[config.mk]
export PLATFORM = sky130hd
export DESIGN_NAME = div_dispatch
export DESIGN_NICKNAME = d
export VERILOG_FILES = /design/src/rtl/gpu_div_pkg.sv /design/src/rtl/div_req_fifo.sv /design/src/rtl/div_dispatch.sv
export SDC_FILE = /design/constraint.sdc
export NUM_CORES = 1
export LEC_CHECK = 0
export CORE_ASPECT_RATIO = 0.5
export CORE_MARGIN = 2
export CORE_UTILIZATION = 40
export CTS_CLUSTER_DIAMETER = 30
export DETAILED_ROUTE_END_ITERATION = 10
export PLACE_DENSITY = 0.6
export SLEW_MARGIN = 20
export SYNTH_ARGS = -nofsm -noshare
export SYNTH_HDL_FRONTEND = slang
export SYNTH_SLANG_ARGS = --single-unit
[constraint.sdc]
create_clock -name clk -period 5.09 [get_ports clk]
set_input_delay 1.018 -clock clk [delete_from_list [all_inputs] [get_ports clk]]
set_output_delay 1.018 -clock clk [all_outputs]
set_load 0.05 [all_outputs]
[src/rtl/gpu_div_pkg.sv]
// Shared types for the GPU divider dispatch front-end: FSM states and the queued request payload.
package gpu_div_pkg;

  localparam int unsigned DIV_WIDTH = 32;
  localparam int unsigned DIV_TAG_W = 4;

  typedef enum logic [1:0] {
    IDLE  = 2'd0,
    ISSUE = 2'd1,
    WAIT  = 2'd2,
    HOLD  = 2'd3
  } div_state_t;

  typedef struct packed {
    logic [DIV_WIDTH-1:0] num;
    logic [DIV_WIDTH-1:0] den;
    logic [DIV_TAG_W-1:0] tag;
  } div_req_t;

endpackage

[src/rtl/div_req_fifo.sv]
// Synchronous request FIFO with show-ahead output; pointers carry an extra wrap bit for full/empty.
module div_req_fifo
  import gpu_div_pkg::*;
#(
  parameter int unsigned DEPTH = 4
) (
  input  logic     clk,
  input  logic     rst,
  input  logic     push,
  input  logic     pop,
  input  div_req_t din,
  output div_req_t dout,
  output logic     full,
  output logic     empty
);

  localparam int unsigned AW = (DEPTH > 1) ? $clog2(DEPTH) : 1;

  div_req_t   mem_q [DEPTH];
  logic [AW:0] wr_q, wr_d;
  logic [AW:0] rd_q, rd_d;
  logic        do_push;
  logic        do_pop;

  assign full    = (wr_q[AW] != rd_q[AW]) && (wr_q[AW-1:0] == rd_q[AW-1:0]);
  assign empty   = (wr_q == rd_q);
  assign do_push = push && !full;
  assign do_pop  = pop && !empty;
  assign dout    = mem_q[rd_q[AW-1:0]];

  always_comb begin
    wr_d = wr_q;
    rd_d = rd_q;
    if (do_push) wr_d = wr_q + (AW+1)'(1);
    if (do_pop)  rd_d = rd_q + (AW+1)'(1);
  end

  always_ff @(posedge clk) begin
    if (rst) begin
      wr_q <= '0;
      rd_q <= '0;
    end else begin
      wr_q <= wr_d;
      rd_q <= rd_d;
    end
  end

  // Storage needs no reset: entries are only read once the pointers say they are valid.
  always_ff @(posedge clk) begin
    if (do_push) mem_q[wr_q[AW-1:0]] <= din;
  end

endmodule

[src/rtl/div_dispatch.sv]
// Front-end for the iterative divider: queues tagged requests, issues one at a time, returns results in order.
// Optional macro DIV_ZERO_BYPASS_EN answers den==0 requests locally (all-ones quotient, rsp_dbz=1).
module div_dispatch
  import gpu_div_pkg::*;
#(
  parameter int unsigned WIDTH = DIV_WIDTH,
  parameter int unsigned TAG_W = DIV_TAG_W,
  parameter int unsigned DEPTH = 4
) (
  input  logic             clk,
  input  logic             rst,
  input  logic             req_valid,
  output logic             req_ready,
  input  logic [WIDTH-1:0] req_num,
  input  logic [WIDTH-1:0] req_den,
  input  logic [TAG_W-1:0] req_tag,
  output logic             div_start,
  output logic [WIDTH-1:0] div_numerator,
  output logic [WIDTH-1:0] div_denominator,
  input  logic [WIDTH-1:0] div_quotient,
  input  logic             div_finished,
  output logic             rsp_valid,
  input  logic             rsp_ready,
  output logic [WIDTH-1:0] rsp_quotient,
  output logic [TAG_W-1:0] rsp_tag,
  output logic             rsp_dbz,
  output logic             busy
);

  div_state_t       state_q, state_d;
  logic [WIDTH-1:0] num_q, num_d;
  logic [WIDTH-1:0] den_q, den_d;
  logic [TAG_W-1:0] tag_q, tag_d;
  logic [WIDTH-1:0] quot_q, quot_d;
  logic             start_q, start_d;
  logic             rsp_valid_q, rsp_valid_d;

  div_req_t         fifo_din;
  div_req_t         fifo_dout;
  logic             fifo_full;
  logic             fifo_empty;
  logic             fifo_pop;

  // Struct widths come from the package, so WIDTH/TAG_W must match DIV_WIDTH/DIV_TAG_W.
  assign fifo_din = '{num: req_num, den: req_den, tag: req_tag};

  div_req_fifo #(
    .DEPTH(DEPTH)
  ) u_fifo (
    .clk  (clk),
    .rst  (rst),
    .push (req_valid),
    .pop  (fifo_pop),
    .din  (fifo_din),
    .dout (fifo_dout),
    .full (fifo_full),
    .empty(fifo_empty)
  );

`ifdef DIV_ZERO_BYPASS_EN
  logic dbz_q, dbz_d;
`endif

  always_comb begin
    state_d     = state_q;
    num_d       = num_q;
    den_d       = den_q;
    tag_d       = tag_q;
    quot_d      = quot_q;
    rsp_valid_d = rsp_valid_q;
    start_d     = 1'b0;
    fifo_pop    = 1'b0;
`ifdef DIV_ZERO_BYPASS_EN
    dbz_d       = dbz_q;
`endif
    case (state_q)
      IDLE: begin
        if (!fifo_empty) begin
          fifo_pop = 1'b1;
          num_d    = fifo_dout.num;
          den_d    = fifo_dout.den;
          tag_d    = fifo_dout.tag;
`ifdef DIV_ZERO_BYPASS_EN
          if (fifo_dout.den == '0) begin
            state_d     = HOLD;
            quot_d      = '1;
            dbz_d       = 1'b1;
            rsp_valid_d = 1'b1;
          end else begin
            state_d = ISSUE;
            start_d = 1'b1;
          end
`else
          state_d = ISSUE;
          start_d = 1'b1;
`endif
        end
      end
      ISSUE: state_d = WAIT;
      WAIT: begin
        // Finish is only honoured here, so a stale pulse after reset is dropped.
        if (div_finished) begin
          quot_d      = div_quotient;
          rsp_valid_d = 1'b1;
          state_d     = HOLD;
`ifdef DIV_ZERO_BYPASS_EN
          dbz_d       = 1'b0;
`endif
        end
      end
      HOLD: begin
        if (rsp_ready) begin
          rsp_valid_d = 1'b0;
          state_d     = IDLE;
        end
      end
      default: state_d = IDLE;
    endcase
  end

  always_ff @(posedge clk) begin
    if (rst) begin
      state_q     <= IDLE;
      num_q       <= '0;
      den_q       <= '0;
      tag_q       <= '0;
      quot_q      <= '0;
      start_q     <= 1'b0;
      rsp_valid_q <= 1'b0;
    end else begin
      state_q     <= state_d;
      num_q       <= num_d;
      den_q       <= den_d;
      tag_q       <= tag_d;
      quot_q      <= quot_d;
      start_q     <= start_d;
      rsp_valid_q <= rsp_valid_d;
    end
  end

`ifdef DIV_ZERO_BYPASS_EN
  always_ff @(posedge clk) begin
    if (rst) dbz_q <= 1'b0;
    else     dbz_q <= dbz_d;
  end
  assign rsp_dbz = dbz_q;
`else
  assign rsp_dbz = 1'b0;
`endif

  assign req_ready       = !fifo_full;
  assign div_start       = start_q;
  assign div_numerator   = num_q;
  assign div_denominator = den_q;
  assign rsp_valid       = rsp_valid_q;
  assign rsp_quotient    = quot_q;
  assign rsp_tag         = tag_q;
  assign busy            = (state_q != IDLE) || !fifo_empty;

endmodule

* Yosys cells after proc, flatten, opt, wreduce, memory -nomap -nowiden
Memories as Yosys holds them, arrays and structs flattened. A register that Yosys moved wholly into a read port is not among the register bits.
Index checks and enable logic that the tools add are counted.
** Storage, ports and cells
- Register bits :: 42
- RAM bits :: 272
- Input bits :: 105
- Output and inout bits :: 105
- Logic and storage cells :: 43
- Memories :: 1
** Operators by class
- $add $sub $neg :: 2
- Equality and inequality tests :: 9
- Mux-type cells :: 11
- Bitwise logic cells :: 1
- Reduce and logical (&&, ||, !) cells :: 13
** Memory list
- u_fifo.mem_q :: words 4, bits a word 68, rd ports 1, clocked after Yosys merged registers in 1, wr ports 1, RTL line div_req_fifo.sv:19 : div_req_t mem_q [DEPTH];
** Operators by type and width (number)
- $pmux 2 s4 :: 1
- $add 3x1->3 const B :: 2
- $mux 1 :: 6
- $mux 2 :: 3
- $ne 2x2->1 const B :: 3
- $reduce_and 3->1 :: 2
- $eq 2x2->1 const B :: 2
- $reduce_and 2->1 :: 2
- $reduce_bool 2->1 :: 2
- $eq 3x3->1 :: 1
- $logic_and 1x1->1 :: 3
- $eq 2x1->1 const B :: 1
- $eq 2x2->1 :: 1
- $logic_not 1->1 :: 2
- $logic_not 2->1 :: 1
- $pmux 1 s2 :: 1
- $logic_or 1x1->1 :: 1
- $ne 1x1->1 :: 1
- $not 1->1 :: 1

* Logic depth before layout (Yosys ltp)
- Depth after elaboration :: 6
- Gate-level depth with buffers :: 7
- Mapped depth without buffers :: 5

* Cells and area by module
A second synthesis with hierarchy kept.
** Unflattened totals
- Cells, all modules :: 889
- Area, all modules :: 14092.3 sq um
** Modules (own cells, without submodules)
- div_req_fifo :: times used 1, cells each 424, area each 10359.9 sq um, seq. area each 8328.0 sq um
- div_dispatch :: times used 1, cells each 465, area each 3732.3 sq um, seq. area each 2082.0 sq um

* Worst setup path before layout
OpenSTA, ideal clock, no wires.
- Path type :: in2reg
- From :: input port req_valid
- To :: memory u_fifo.mem_q[0][0] in the netlist's numbering, enable pin
- Library setup time :: 434 ps
- Data arrival time :: 2860 ps
- Data required time :: 4656 ps
- Path slack :: 1796 ps
- Stages :: 2
- Buffers on the path :: 0
- Cells stage by stage :: o31a_1 > and2_1
** On the way
- Cells in the longest elaborated chain, start to end :: 3
** Ends and longest elaborated chain
- from (decl) :: RTL line div_dispatch.sv:12 : input logic req_valid,
- $logic_and 1x1->1 :: RTL line div_req_fifo.sv:27 : assign do_push = push && !full;
- $mux 1 :: RTL line div_req_fifo.sv:50 : if (do_push) mem_q[wr_q[AW-1:0]] <= din;
- $mux 1 (implied by the code) :: RTL line div_req_fifo.sv:50
- to (decl) :: RTL line div_req_fifo.sv:19
Every way passes these cells.

* Worst setup path after layout
- From :: register u_fifo.rd_q[0]
- To :: output port busy
** On the way
- Cells in the longest elaborated chain, start to end :: 3
** Ends and longest elaborated chain
- from (decl) :: RTL line div_req_fifo.sv:21 : logic [AW:0] rd_q, rd_d;
- from (signal assigned) :: RTL line div_req_fifo.sv:44 : rd_q <= rd_d;
- $eq 3x3->1 :: RTL line div_req_fifo.sv:26 : assign empty = (wr_q == rd_q);
- $logic_not 1->1 :: RTL line div_dispatch.sv:158 : assign busy = (state_q != IDLE) || !fifo_empty;
- $logic_or 1x1->1 :: RTL line div_dispatch.sv:158
- to (decl) :: RTL line div_dispatch.sv:27 : output logic busy
Every way passes these cells.

==> metrics.yaml <==
logic_synthesis:
  post_synth_instance_area_um2: 14000
  synthXorXnorAreaFrac_pct: 0.627
  post-synth-top-area-fraction_pct: 58.5
  syn_area_per_cell_um2: 16.2
  post_synth_fa_ha_maj_area_fraction_pct: 0.716
  post_synth_num_cell_types: 32
  synth_top_family_by_area: "multiplexers"
  syn_inst: 861
  synth.yosys.warnings: 0
  syn-num-nets: 974
  part_of_the_yosys_area_used_for_sequential_elements_pct: 74.2
  yosys-top-cells-area: "sky130_fd_sc_hd__edfxtp_1 (58%), sky130_fd_sc_hd__dfxtp_1 (16%), sky130_fd_sc_hd__mux4_2 (11%), sky130_fd_sc_hd__nand2_1 (5.5%), sky130_fd_sc_hd__a21oi_1 (3.0%)"
  synth.area.mux_share_pct: 11.1
  yosys.area_share.simple_pct: 6.20
  count_of_state_elements_after_synthesis: 382
  synth_compound_area_share_pct: 4.82
  synth_top_area_cell: "sky130_fd_sc_hd__edfxtp_1"
hold_path:
  worst_hold_path.num_cells: 2
  worstHoldEndpoint: "rsp_quotient[20]$_SDFFE_PP0P_"
  class_of_the_tightest_hold_or_removal_check: "reg2reg"
  hold_start: "rsp_quotient[20]$_SDFFE_PP0P_"
cts:
  cts_buffers: 48
  post_cts_resize_count: 0
  clkSinkCount: 382
  tritoncts: "done"
  clk_pin_slew_ps: 60
  max-clock-path-buffers: 3
  clk_latency_ps: 560
  number_of_hold_buffers_added_after_cts: 0
  cts-root-buf: "sky130_fd_sc_hd__clkbuf_16"
  cts.htree.levels: 2
  post-cts-setup-buffers: 0
route:
  wirelength_um: 29000
  post_drt_wl_per_cell_um: 18.2
  drtPass1Iterations: 5
  ant_nets: 0
  drtIter0Drc: 449
  num_vias: 7727
  route.detailed.drc: 0
  vias_per_inst: 4.85
power:
  share_clk_of_total_power_pct: 33.1
  seq_power_share_pct: 38.0
  power.ir.vdd_worst_mv: 0.284
  comb_power_share_pct: 28.9
  power.share.switching_pct: 33.9
  power.leakage_nw: 5.91
  total_switching_power_w: 0.00353
  powerDensity_nw_per_um2: 573
  internal-power_w: 0.00688
critical_path:
  crit_start: "u_fifo.rd_q[0]$_SDFFE_PP0P_"
  crit_path_start_kind: "flip-flop"
  path_cells: "xor2_2, nor3_1, nand2_1, clkdlybuf4s50_1"
  worstReg2RegEnd: "div_denominator[18]$_SDFFE_PP0P_"
  critPathCaptureType: "output port"
  crit-reg2reg-launch: "u_fifo.rd_q[0]$_SDFFE_PP0P_"
  worstPathRequired_ps: 4070
  reg2reg_slack_ps: 2150
  worst-path-max-fanout: 28
  cpMaxStageDelayCell: "sky130_fd_sc_hd__dfxtp_4"
  path_class: "reg2out"
  crit_arrival_ps: 2810
  r2r.worst_path.cells: 5
  stage_delay_of_the_slowest_cell_on_the_critical_path_ps: 740
grt:
  global_route.usage.total_pct: 16.0
  number_of_antenna_violations_at_the_first_check_in_global_routing: 1
  grt_max_degree: 83
  grt_pass1_wl_um: 44200
  global_route.overflow_total: 0
  grt_pass1_vias: 7935
floorplan:
  die-area_um2: 36500
  die_y_um: 136
  row_count: 48
  chipWidth_um: 268
  floorplan.initialDensity_pct: 40.6
  core_area_um2: 34400
  ioPinCount: 210
timing:
  rsz0062_at_grt: "false"
  timing.clock.skew_ps: 17.7
  finalWorstPathRequiredPeriod_ps: 3830
  timing.setup.tns_ps: 0
  timing_worst_slew_pin_value_ps: 1100
  maxSlewHeadroom_pct: 26.7
  clock.fmax_mhz: 261
  fin_ws_ps: 1260
  final_setup_violating_endpoints: 0
  timing.hold.ws_ps: 452
  final_number_of_hold_violating_endpoints: 0
  final.period_utilization_pct: 75.2
  final_max_slew_viol_count: 0
layout:
  finish.net_count: 1192
  most-common-layout-cells: "sky130_fd_sc_hd__edfxtp_1 (272), sky130_fd_sc_hd__clkdlybuf4s50_1 (207), sky130_fd_sc_hd__nand2_1 (204)"
  drive_above_1_share_pct: 17.6
  antennaDiodeCount: 0
  instances_no_fill: 1594
  fillerInstances: 2777
  synthToLayoutAreaGrowth_pct: 30.2
  finish.utilization_pct: 52.8
  final_common_cell: "sky130_fd_sc_hd__edfxtp_1"
place:
  place_inst: 1501
  dpl_worst_slack_ps: 1760
  weighted_congestion_reported_at_the_end_of_routability_driven_placement: 0.717
  dpl.hpwl_um: 16400
  numPortBuffers: 208
status:
  status: "completed"
run:
  drv_cap: 0
## synthesized netlist by cell type
cell	count
sky130_fd_sc_hd__mux4_2	68
sky130_fd_sc_hd__and2_1	4
sky130_fd_sc_hd__buf_1	1
sky130_fd_sc_hd__a221oi_2	1
sky130_fd_sc_hd__a21oi_2	20
sky130_fd_sc_hd__inv_1	7
sky130_fd_sc_hd__nor2_1	8
sky130_fd_sc_hd__nand2b_1	2
sky130_fd_sc_hd__xor2_4	1
sky130_fd_sc_hd__o21a_1	1
sky130_fd_sc_hd__nor2b_1	1
sky130_fd_sc_hd__o311ai_0	1
sky130_fd_sc_hd__buf_4	5
sky130_fd_sc_hd__nor3_1	2
sky130_fd_sc_hd__clkbuf_1	24
sky130_fd_sc_hd__xnor2_1	3
sky130_fd_sc_hd__mux2i_1	2
sky130_fd_sc_hd__nand2_1	205
sky130_fd_sc_hd__a21oi_1	83
sky130_fd_sc_hd__o31a_1	2
sky130_fd_sc_hd__dfxtp_1	110
sky130_fd_sc_hd__conb_1	1
sky130_fd_sc_hd__o31ai_4	1
sky130_fd_sc_hd__xor2_2	1
sky130_fd_sc_hd__buf_6	9
sky130_fd_sc_hd__or3_1	2
sky130_fd_sc_hd__ha_1	8
sky130_fd_sc_hd__edfxtp_1	272
sky130_fd_sc_hd__xor2_1	2
sky130_fd_sc_hd__o21ai_0	1
sky130_fd_sc_hd__a22oi_1	1
sky130_fd_sc_hd__buf_2	12
## area by class of cell
type / count / area, um2 / share of cell area, %
inverters: 7 / 27.5 / 0.151
flip-flops and latches: 382 / 10400 / 57.1
clock inverters: 35 / 400 / 2.20
repair buffers: 219 / 2210 / 12.2
well taps: 475 / 594 / 3.27
multi-input cells: 421 / 3290 / 18.1
clock buffers: 55 / 1280 / 7.03
## state kept, by name, summed over array words and instances, names as in the netlist
name / count
state_q: 2
u_fifo.rd_q: 3
u_fifo.mem_q: 272
div_denominator: 32
u_fifo.wr_q: 3
rsp_valid: 1
rsp_quotient: 32
div_numerator: 32
div_start: 1
rsp_tag: 4
## worst max-delay path by stage
stage	depth (start not counted)	slack, ps	to
4_1_cts	4	1130	busy
3_3_place_gp	4	1790	busy
2_1_floorplan	2	1800	u_fifo.mem_q[0][0]$_DFFE_PP_
5_1_grt	4	1030	busy
3_5_place_dp	4	1760	busy
6_report	4	1260	busy
## cell families (layout without fill, tap and decap cells)
kind of cell    Yosys count  after routing
compound gates          111            111
xor+xnor                  7              7
fa+ha+maj                 8              8
buf+inv                  58            316
flops                   382            382
mux                      70             70
other cells               1              1
simple gates            224            224
## metal layers
layer / track usage, % / up-vias / wire [um] / part of all wire, %
li1: - / 3632 / - / -
met1: 19.3 / 3892 / 12000 / 41
met2: 28.6 / 162 / 15000 / 52
met3: 3.79 / 41 / 1530 / 5.3
met4: 4.62 / 0 / 462 / 1.6
met5: 0 / - / 0 / 0
## critical path: cells and delay by family (launching register included)
kind	cells	cell delay (ps)
flops	1	740
buf+inv	1	730
simple gates	2	510
xor+xnor	1	260
## power groups by stage
stage          Clock (W)  Sequential (W)  Combinational (W)
2_1_floorplan          0         0.00486            0.00129
3_3_place_gp           0         0.00402            0.00303
3_5_place_dp           0         0.00404            0.00305
4_1_cts          0.00354         0.00398            0.00306
5_1_grt          0.00367         0.00401            0.00320
6_report         0.00344         0.00396            0.00301
## metrics by stage
step | power (W) | cell area (um2)
6_report | 0.0104 | 18200
5_1_grt | 0.0109 | 18200
4_1_cts | 0.0106 | 18100
3_5_place_dp | 0.00709 | 16400
3_3_place_gp | 0.00705 | 16400
2_1_floorplan | 0.00615 | 14000
No activity file was read; power rests on OpenSTA's default activity.
